File: src/rtl/config_frame_receiver.sv
// Configuration frame receiver.
// Collects a SYNC_BYTE-led frame of NUM_FIELDS little-endian 16-bit fields from a
// byte stream, applies it to cfg_out and announces it with a cfg_pulse strobe.
// Optional feature macro: CFG_CHECKSUM_EN adds a trailing XOR checksum byte.
module config_frame_receiver #(
  parameter int unsigned              NUM_FIELDS     = 4,
  parameter int unsigned              PULSE_CYCLES   = 33334,
  parameter int unsigned              TIMEOUT_CYCLES = 50000,
  parameter logic [7:0]               SYNC_BYTE      = 8'hA5,
  parameter logic [NUM_FIELDS*16-1:0] DEFAULTS       = '0
) (
  input  logic                     clk,
  input  logic                     rst_n,
  input  logic [7:0]               rx_data,
  input  logic                     rx_valid,
  output logic [NUM_FIELDS*16-1:0] cfg_out,
  output logic                     cfg_pulse,
  output logic                     frame_err,
  output logic                     busy
);

  localparam int unsigned CfgW      = NUM_FIELDS * 16;
  localparam int unsigned NumBytes  = 2 * NUM_FIELDS;
  localparam logic [3:0]  LastIdx   = 4'(NumBytes - 1);
  localparam logic [15:0] GapLast   = 16'(TIMEOUT_CYCLES - 1);
  localparam logic [15:0] PulseLast = 16'(PULSE_CYCLES - 1);

  localparam logic [1:0] S_SYNC = 2'd0;
  localparam logic [1:0] S_DATA = 2'd1;
`ifdef CFG_CHECKSUM_EN
  localparam logic [1:0] S_CHK  = 2'd2;
`endif
  localparam logic [1:0] S_OUT  = 2'd3;

  logic [1:0]      state_q, state_d;
  logic [3:0]      idx_q, idx_d;
  logic [CfgW-1:0] shadow_q, shadow_d;
  logic [CfgW-1:0] cfg_q, cfg_d;
  logic [15:0]     gap_q, gap_d;
  logic [15:0]     pcnt_q, pcnt_d;
  logic            pulse_q, pulse_d;
  logic            err_q, err_d;
`ifdef CFG_CHECKSUM_EN
  logic [7:0]      xor_q, xor_d;
`endif

  // Next-state logic for the frame parser, gap timer and output strobe.
  always_comb begin
    state_d  = state_q;
    idx_d    = idx_q;
    shadow_d = shadow_q;
    cfg_d    = cfg_q;
    gap_d    = gap_q;
    pcnt_d   = pcnt_q;
    pulse_d  = pulse_q;
    err_d    = 1'b0;
`ifdef CFG_CHECKSUM_EN
    xor_d    = xor_q;
`endif

    unique case (state_q)
      S_SYNC: begin
        // Non-sync bytes are line noise here and are dropped silently.
        if (rx_valid && (rx_data == SYNC_BYTE)) begin
          state_d = S_DATA;
          idx_d   = '0;
          gap_d   = '0;
`ifdef CFG_CHECKSUM_EN
          xor_d   = '0;
`endif
        end
      end

      S_DATA: begin
        // A byte arriving on the timeout cycle still counts: rx_valid is tested first.
        if (rx_valid) begin
          for (int i = 0; i < NumBytes; i++) begin
            if (idx_q == 4'(i)) shadow_d[i*8 +: 8] = rx_data;
          end
          idx_d = idx_q + 4'd1;
          gap_d = '0;
`ifdef CFG_CHECKSUM_EN
          xor_d = xor_q ^ rx_data;
          if (idx_q == LastIdx) state_d = S_CHK;
`else
          if (idx_q == LastIdx) begin
            state_d = S_OUT;
            cfg_d   = shadow_d;
            pulse_d = 1'b1;
            pcnt_d  = '0;
          end
`endif
        end else if (gap_q == GapLast) begin
          state_d  = S_SYNC;
          err_d    = 1'b1;
          shadow_d = '0;
        end else begin
          gap_d = gap_q + 16'd1;
        end
      end

`ifdef CFG_CHECKSUM_EN
      S_CHK: begin
        if (rx_valid) begin
          gap_d = '0;
          if (rx_data == xor_q) begin
            state_d = S_OUT;
            cfg_d   = shadow_q;
            pulse_d = 1'b1;
            pcnt_d  = '0;
          end else begin
            state_d  = S_SYNC;
            err_d    = 1'b1;
            shadow_d = '0;
          end
        end else if (gap_q == GapLast) begin
          state_d  = S_SYNC;
          err_d    = 1'b1;
          shadow_d = '0;
        end else begin
          gap_d = gap_q + 16'd1;
        end
      end
`endif

      S_OUT: begin
        // rx_valid is deliberately ignored while the strobe is active.
        if (pcnt_q == PulseLast) begin
          state_d = S_SYNC;
          pulse_d = 1'b0;
        end else begin
          pcnt_d = pcnt_q + 16'd1;
        end
      end

      default: begin
        state_d = S_SYNC;
        pulse_d = 1'b0;
      end
    endcase
  end

  // State registers; reset drops any frame in flight without flagging an error.
  always_ff @(posedge clk or negedge rst_n) begin
    if (!rst_n) begin
      state_q  <= S_SYNC;
      idx_q    <= '0;
      shadow_q <= '0;
      cfg_q    <= DEFAULTS;
      gap_q    <= '0;
      pcnt_q   <= '0;
      pulse_q  <= 1'b0;
      err_q    <= 1'b0;
`ifdef CFG_CHECKSUM_EN
      xor_q    <= '0;
`endif
    end else begin
      state_q  <= state_d;
      idx_q    <= idx_d;
      shadow_q <= shadow_d;
      cfg_q    <= cfg_d;
      gap_q    <= gap_d;
      pcnt_q   <= pcnt_d;
      pulse_q  <= pulse_d;
      err_q    <= err_d;
`ifdef CFG_CHECKSUM_EN
      xor_q    <= xor_d;
`endif
    end
  end

  assign cfg_out   = cfg_q;
  assign cfg_pulse = pulse_q;
  assign frame_err = err_q;
  assign busy      = (state_q != S_SYNC);

endmodule

File: config.mk
export PLATFORM = sky130hd
export DESIGN_NAME = config_frame_receiver
export DESIGN_NICKNAME = d
export VERILOG_FILES = /design/src/rtl/config_frame_receiver.sv
export SDC_FILE = /design/constraint.sdc
export NUM_CORES = 1
export LEC_CHECK = 0
export CORE_ASPECT_RATIO = 1.5
export CORE_MARGIN = 4
export CORE_UTILIZATION = 57
export DETAILED_ROUTE_END_ITERATION = 7
export PLACE_DENSITY = 0.82
export SYNTH_ARGS = -nofsm -noshare
export SYNTH_HDL_FRONTEND = slang
export SYNTH_SLANG_ARGS = --single-unit
File: constraint.sdc
create_clock -name clk -period 2.3 [get_ports clk]
set_input_delay 0.46 -clock clk [delete_from_list [all_inputs] [get_ports clk]]
set_output_delay 0.46 -clock clk [all_outputs]
set_load 0.01 [all_outputs]
==> impl_metrics.toml <==
[final_layout]
fin_util_pct = 71.60
area_growth_syn_to_layout_pct = 21.96
antenna_cells = 0
nNetsFinal = 905
drive_above_1_share_pct = 13.89

[cts]
ctsHtreeMaxLevel = 4
clock_sinks = 160
clk_latency_ps = 430
cts_buffer_depth = 2
cts_root_buf = "clkbuf_16"
cts_tree = "built"
cts-buffers-inserted = 17
clk_pin_slew_ps = 70

[critical_path]
arrival_ps = 1760
critPathKind = "reg2out"
cp-startpoint = "state_q[0]"
ff2ff_setup_slack_ps = 110
worstPathRequired_ps = 1840
r2r-end = "shadow_q[23]"
crit_end = "busy"
r2r_start = "gap_q[5]"
critPathLaunchType = "flop"
cp_max_fo = 10
cp-end-kind = "output port"
r2r_cells = 5

[die]
io_pins = 78
dieWidth_um = 102.8
start_util_pct = 58.71
floorplan.rows = 51
fp.dieH_um = 150.2
dieArea_mm2 = 0.01543
core_mm2 = 0.01308

[logic_synthesis]
ys_types = 54
synth_cells = 801
synth.net_count = 819
synth_most_common_cell = "nand2_1"
synth_seq_area_share_pct = 52.13
synthArstFlopShare_pct = 100.0
synth_area_leaders = "dfrtp_1 (52%), nand2_1 (8.4%), mux2i_1 (7.3%)"
synth_warnings = 0
netlist_top_cells_count = "nand2_1 (171), dfrtp_1 (160), nor2_1 (86)"
synth_area_mm2 = 0.007680
synth_edf_count = 0
synth_top_area_share_pct = 52.13
synth.largest_area_cell = "dfrtp_1"
ys.flop_type = "dfrtp_1"
avgSynthCellArea_um2 = 9.588
ys_ff_latch = 160

[power_and_ir_drop]
total_power_uw = 7037
leakage_uw = 0.004284
pwr-share-clk_pct = 42.2
p_seq_share_pct = 44.3
powerDensity_mw_per_mm2 = 751.3
ir_worst_vdd_mv = 0.5256
netSwitchingFraction_pct = 26.93
power_frac_comb_pct = 13.5
internal-power_uw = 5142
switching_power_uw = 1895

[drt]
ant_nets = 0
vias = 6353
highest_layer = "met4"
wl_um = 19290
wl_met1_um = 7412
drt_iter0_markers = 349
drc = 0
routedWlPerCell_um = 18.21
via_per_inst = 5.999
routed-wl-met3_um = 947
wl_met2_um = 10170
drtPass1Iterations = 5

[timing]
setup_viol = 0
maxSlewHeadroom_pct = 57.73
report.final.hold_viol_count = 0
finalCriticalPeriod_ps = 2216
rsz0062_at_grt = "no"
tightestPinTransition_ps = 629.2
skew_ps = 8.449
fin_crit_sh_pct = 96.35
slew_violations = 0
fin_tns_setup_ps = 0
fin_hold_ws_ps = 489.7
fin_ws_ps = 83.87
max_freq_mhz = 451.2

[min_path]
whs_path_depth = 2
hold_class = "reg2reg"

[global_route]
grt_pass1_vias = 6529
grt_usage_pct = 26.46
grt_pass1_wl_um = 31770
antenna_found_initial = 0
grt_max_degree = 47
grt_overflow_total = 0

[placed_design]
place.port_buffers = 77
hpwl_um = 13220
gp_congestion = 0.8771
pre_cts_ws_ps = -1.187

[job]
maxCapViolations = 0

[outcome]
status = "complete, no violations"
power groups by stage:
stage / sequential [uW] / clock (uW) / combinational (uW)
floorplan: 3110 / 0 / 622
global placement: 3140 / 0 / 890
detailed placement: 3150 / 0 / 930
CTS: 3110 / 2980 / 949
global route: 3130 / 3110 / 1040
finish: 3120 / 2970 / 952
per-layer routing:
layer	global-route usage [%]	vias to the layer above
met5	0	-
met4	13.09	0
met3	4.682	72
met2	45.31	244
li1	-	2922
met1	31.73	3115
metrics by stage:
| stage | cell area (um2) | instances |
|---|---|---|
| floorplan | 7680 | 801 |
| global placement | 8736 | 1026 |
| detailed placement | 8736 | 1026 |
| CTS | 9365 | 1059 |
| global route | 9366 | 1059 |
| finish | 9366 | 1059 |
worst min-delay path by stage:
stage / from / end / slack, ps
finish: cfg_out[63] / cfg_out[63] / 490
global route: cfg_out[63] / cfg_out[63] / 530
CTS: cfg_out[63] / cfg_out[63] / 490
detailed placement: rst_n / pcnt_q[13] / 420
global placement: rst_n / pcnt_q[14] / 420
floorplan: rst_n / cfg_out[0] / 160
kinds of logic after synthesis:
| logic type | synth area share (%) |
|---|---|
| flip-flops | 52.13 |
| XOR/XNOR | 0.7983 |
| AO/OA/AOI/OAI | 15.15 |
| multiplexers | 7.299 |
| adder cells (fa/ha/maj) | 1.140 |
| AND/OR/NAND/NOR | 19.16 |
| buffers and inverters | 4.317 |
placed cells by master (no fill, tap or decap), drive strengths merged, types with 11 or more instances in the layout:
cell type	n
and2	11
buf	41
o21ai	92
nand3	13
nand4	13
dfrtp	160
mux2i	56
a21oi	69
clkdlybuf4s50	76
nor2	88
nand2	171
inv	12
clkbuf	19
repair_timing:
item	4_1_cts	5_1_grt
gates resized for setup	0	1
hold buffers	1	0
setup buffers	0	0
hold endpoints to repair	42	0
endpoints found under the setup margin	0	1
area by class of cell:
| cell class | count | area (um2) |
|---|---|---|
| clock buffers | 19 | 442.9 |
| well taps | 159 | 198.9 |
| flip-flops and latches | 160 | 4004 |
| repair buffers | 118 | 1170 |
| clock inverters | 13 | 176.4 |
| fillers | 874 | 3715 |
| inverters | 7 | 26.28 |
| multi-input cells | 583 | 3348 |
flip-flops by register name, indices dropped and copies added, names as in the netlist:
signal and count:
cfg_pulse 1, gap_q 16, frame_err 1, idx_q 4, pcnt_q 16, shadow_q 56
state_q 2, cfg_out 64
critical path, stage by stage (launching register included):
cell,delay (ps)
dfrtp_1,480
or2_2,370
clkdlybuf4s50_1,490
No activity file was read; power rests on OpenSTA's default activity.
==> edit 1 (same flow settings) <==
Put one more register stage on the output `cfg_out`. The value now appears one clock later. The other outputs are not delayed to match.
--- a/src/rtl/config_frame_receiver.sv
+++ b/src/rtl/config_frame_receiver.sv
@@ -170,5 +170,7 @@
   end
 
-  assign cfg_out   = cfg_q;
+  always_ff @(posedge clk) begin
+    cfg_out <= cfg_q;
+  end
   assign cfg_pulse = pulse_q;
   assign frame_err = err_q;
Check against the original RTL: not equivalent (Yosys sat finds a counterexample within 10 cycles, from zero or initial values and one cycle with rst_n low).
==> edit 1 against the unedited design <==
Sequential share of layout area grew 6.6 points. Synthesized cell count up 0.75%. First-iteration DRC count grew 64%. Routed wire length rose by 6.3%. Die area grew 17%. Setup slack got worse by 0.021 ns. Cell area increased by 14%. Count of clock-buffer cells in the layout increased by 13. Sequential cell count up 64. Power up 25%. Synthesized area rose by 19%.
==> edit 1: results (changes against the unedited design) <==
Synthesis
  – Seq/Total Area, Yosys: 58.0% (+5.8 points)
  – Ys async rst share: 71.4% (-29 points)
  – Syn Nets: 825 (+0.73%)
  – Adder-Cell Fraction of Synth Area: 0.961% (-0.18 points)
  – Synth Area in Compound Gates: 19.6% (+4.4 points)
  – XOR/XNOR share of the synthesized area: 0.0961% (-0.70 points)

Routing
  – WL per Instance: 18.8 um (+3.3%)
  – Iter 0 DRT Violations: 574 (+64%)
  – Vias post-DR: 6661 (+4.8%)

Global route
  – Met3 Track Usage GR: 2.68% (-2.0 points)
  – Largest net degree at the start of global routing: 91 (+94%)
  – Met2 global-route usage: 40.7% (-4.6 points)
  – Met1 usage: 29.3% (-2.5 points)
  – First-pass GRT wire length: 34500 um (+8.6%)

CTS
  – H-tree levels: 1 (-3)
  – Longest Clk Path Bufs: 3 (+1)

Finish
  – Fraction of area in multi-input gates: 32.6% (-3.1 points)
  – Design Area, Final: 10700 sq um (+14%)
  – Ratio of cells with drive above 1 in the final layout: 8.34% (-5.5 points)
  – Signal inverters: 9 (+2)

Placement
  – RePlAce Congestion: 0.859 (-2.1%)
  – Placed Cells incl. Taps: 1052 (+2.5%)

Min path
  – Worst Hold End: cfg_out[34]

STA
  – Hold WS: 0.364 ns (-0.126 ns)
  – Worst slew pin tran: 0.601 ns (-0.0281 ns)

Worst setup path
  – Peak fanout along the critical path: 9 (-1)
  – Data arrival time of the worst path: 1.78 ns (+0.02 ns)

Run status
  – Status: finished clean
## edit 1: cell types whose count changed in the layout (fill, tap and decap cells not counted), sizes merged, moves of 8 or more
cell,unedited run,this run
o21ai,92,75
a21oi,69,17
clkbuf,19,32
nor2,88,14
nand2,171,103
a22o,1,115
buf,41,33
dfxtp,0,64
## edit 1: worst max-delay path, cell delays in order, from the launching register on
cell and delay [ns]:
dfrtp_2 0.45, or2_2 0.34, clkdlybuf4s50_1 0.50
## edit 1: layer usage
metal  vias to the layer above  share of wire, %  routed length [um]
li1                       3079                 -                   -
met1                      3343                41                8320
met2                       203                52               10700
met3                        36               4.8                 978
met4                         0               2.3                 481
met5                         -                 0                   0
## edit 1: what timing repair did
item,in CTS,in global routing
buffers inserted,1,0
hold buffers,1,0
endpoints found under the hold margin,50,0
resized for setup,1,1
endpoints found under the setup margin,1,1
cloned,0,0
## edit 1: power by group
group	internal (mW)	switching [mW]
Clock	1.70	1.40
Combinational	0.695	0.630
Sequential	4.14	0.214
Total	6.53	2.24
==> edit 2 (same settings) <==
Made on the original files. Build with the macro `CFG_CHECKSUM_EN` defined.
--- a/src/rtl/config_frame_receiver.sv
+++ b/src/rtl/config_frame_receiver.sv
@@ -3,4 +3,6 @@
 // byte stream, applies it to cfg_out and announces it with a cfg_pulse strobe.
 // Optional feature macro: CFG_CHECKSUM_EN adds a trailing XOR checksum byte.
+`define CFG_CHECKSUM_EN
+
 module config_frame_receiver #(
   parameter int unsigned              NUM_FIELDS     = 4,
Formal check against the unedited RTL: not equivalent (Yosys sat finds a counterexample within 10 cycles, from zero or initial values and one cycle with rst_n low).
==> edit 2 against the unedited design <==
Sequential share of layout area is 1.9 points higher. Die area is 2.8% higher. Highest routed layer unchanged. Largest cell class unchanged. Routed wire length is 5.9% higher. Cell area is 5.2% higher. Worst hold slack worse by 0.49 ns. Sequential cell count is 16 higher. Setup slack worse by 0.010 ns. Synthesized area is 2.9% higher.
Power is not compared: it rests on default switching activity, and its combinational part moved more than twofold at a synthesized area within 25%.
==> edit 2: results (changes against the unedited design) <==
Finish
  – Fill count: 901 (+3.1%)
  – Design Area, Final: 9860 sq um (+5.2%)
  – Final non-filler cell total: 1078 (+1.8%)
  – Final Net Count: 926 (+2.3%)

Worst setup path
  – Peak fanout along the critical path: 9 (-1)
  – Reg2Reg Setup Slack: 0.09 ns (-0.02 ns)
  – Top delay family on crit path: compound AO/OA/AOI/OAI gates
  – Data arrival time of the worst path: 2.54 ns (+0.78 ns)

Global route
  – Vias in the first global route: 6880 (+5.4%)
  – Largest net degree at the start of global routing: 59 (+26%)

Placement
  – Post-DP Area: 9180 sq um (+5.0%)
  – Post-place setup slack: -0.300 ns (-0.299 ns)
  – RePlAce Congestion: 0.876 (-0.14%)
  – Placed Cells incl. Taps: 1043 (+1.7%)
  – DP Wirelength: 13400 um (+1.3%)

STA
  – Worst slew pin tran: 0.555 ns (-0.0742 ns)
  – Max Fclk: 449 MHz (-0.47%)

Routing
  – Routed vias/inst: 6.06 (+0.96%)
  – Iter 0 DRT Violations: 497 (+42%)
  – WL per Instance: 18.9 um (+4.0%)

Synthesis
  – Top cells by count, synth: nand2_1, dfrtp_1, o2bb2ai_1, clkbuf_1, o21ai_1
  – Synth area leaders: dfrtp_1, nand2_1, o2bb2ai_1
  – Syn Nets: 817 (-0.24%)
  – Seq/Total Area, Yosys: 55.7% (+3.6 points)

Run status
  – Status: finished clean

Min path
  – Worst hold path type: in2async
## edit 2: cell count changes in the layout (fill, tap and decap cells not counted), moves of 23 or more
cell,unedited run,this run
a21oi_1,69,21
mux2i_1,56,0
nand2_1,171,235
nor2_1,86,13
o21ai_0,52,21
o21ai_1,0,23
o21ai_2,40,0
o2bb2ai_1,0,64
## edit 2: cell type report
class                   count  area share [%]
repair buffers            137            13.1
flip-flops and latches    176            44.7
clock inverters            15            1.93
inverters                   9           0.343
clock buffers              17            4.32
multi-input cells         562            33.6
well taps                 162            2.06
## edit 2: worst paths after layout
check                           start           end
max in group asynchronous       rst_n  shadow_q[61]
setup / recovery           rx_data[0]      xor_q[6]
hold / removal                  rst_n      gap_q[9]
hold reg to reg             gap_q[15]     gap_q[15]
setup reg to reg           state_q[0]      xor_q[6]
min in group clk            gap_q[15]     gap_q[15]
## edit 2: power by group through the flow
stage	Combinational, mW	Clock [mW]	Sequential [mW]
2_1_floorplan	2.17	0	4.27
3_3_place_gp	3.03	0	4.43
3_5_place_dp	3.24	0	4.44
4_1_cts	3.37	3.03	4.42
5_1_grt	3.75	3.18	4.52
6_report	3.46	3.02	4.45
## edit 2: what timing repair did
item,CTS,global route
pin swaps,0,1
gates resized for setup,0,9
setup buffers,2,1
endpoints found under the setup margin,1,62
## edit 2: routing by layer
metal  global-route usage, %  routed length, um  vias up
li1                        -                  -     3004
met1                    32.0               8100     3246
met2                    47.3              11000      234
met3                    4.03                834       45
met4                    9.25                529        0
met5                       0                  0        -
## edit 2: cells by family after synthesis
logic type / share of synthesized area [%]
muxes: 0.142
xor gates and xnor gates: 0.886
AOI/OAI and AO/OA: 16.7
adders and majority gates: 1.90
buffers and inverters: 2.99
and+or+nand+nor: 21.7
DFF: 55.7
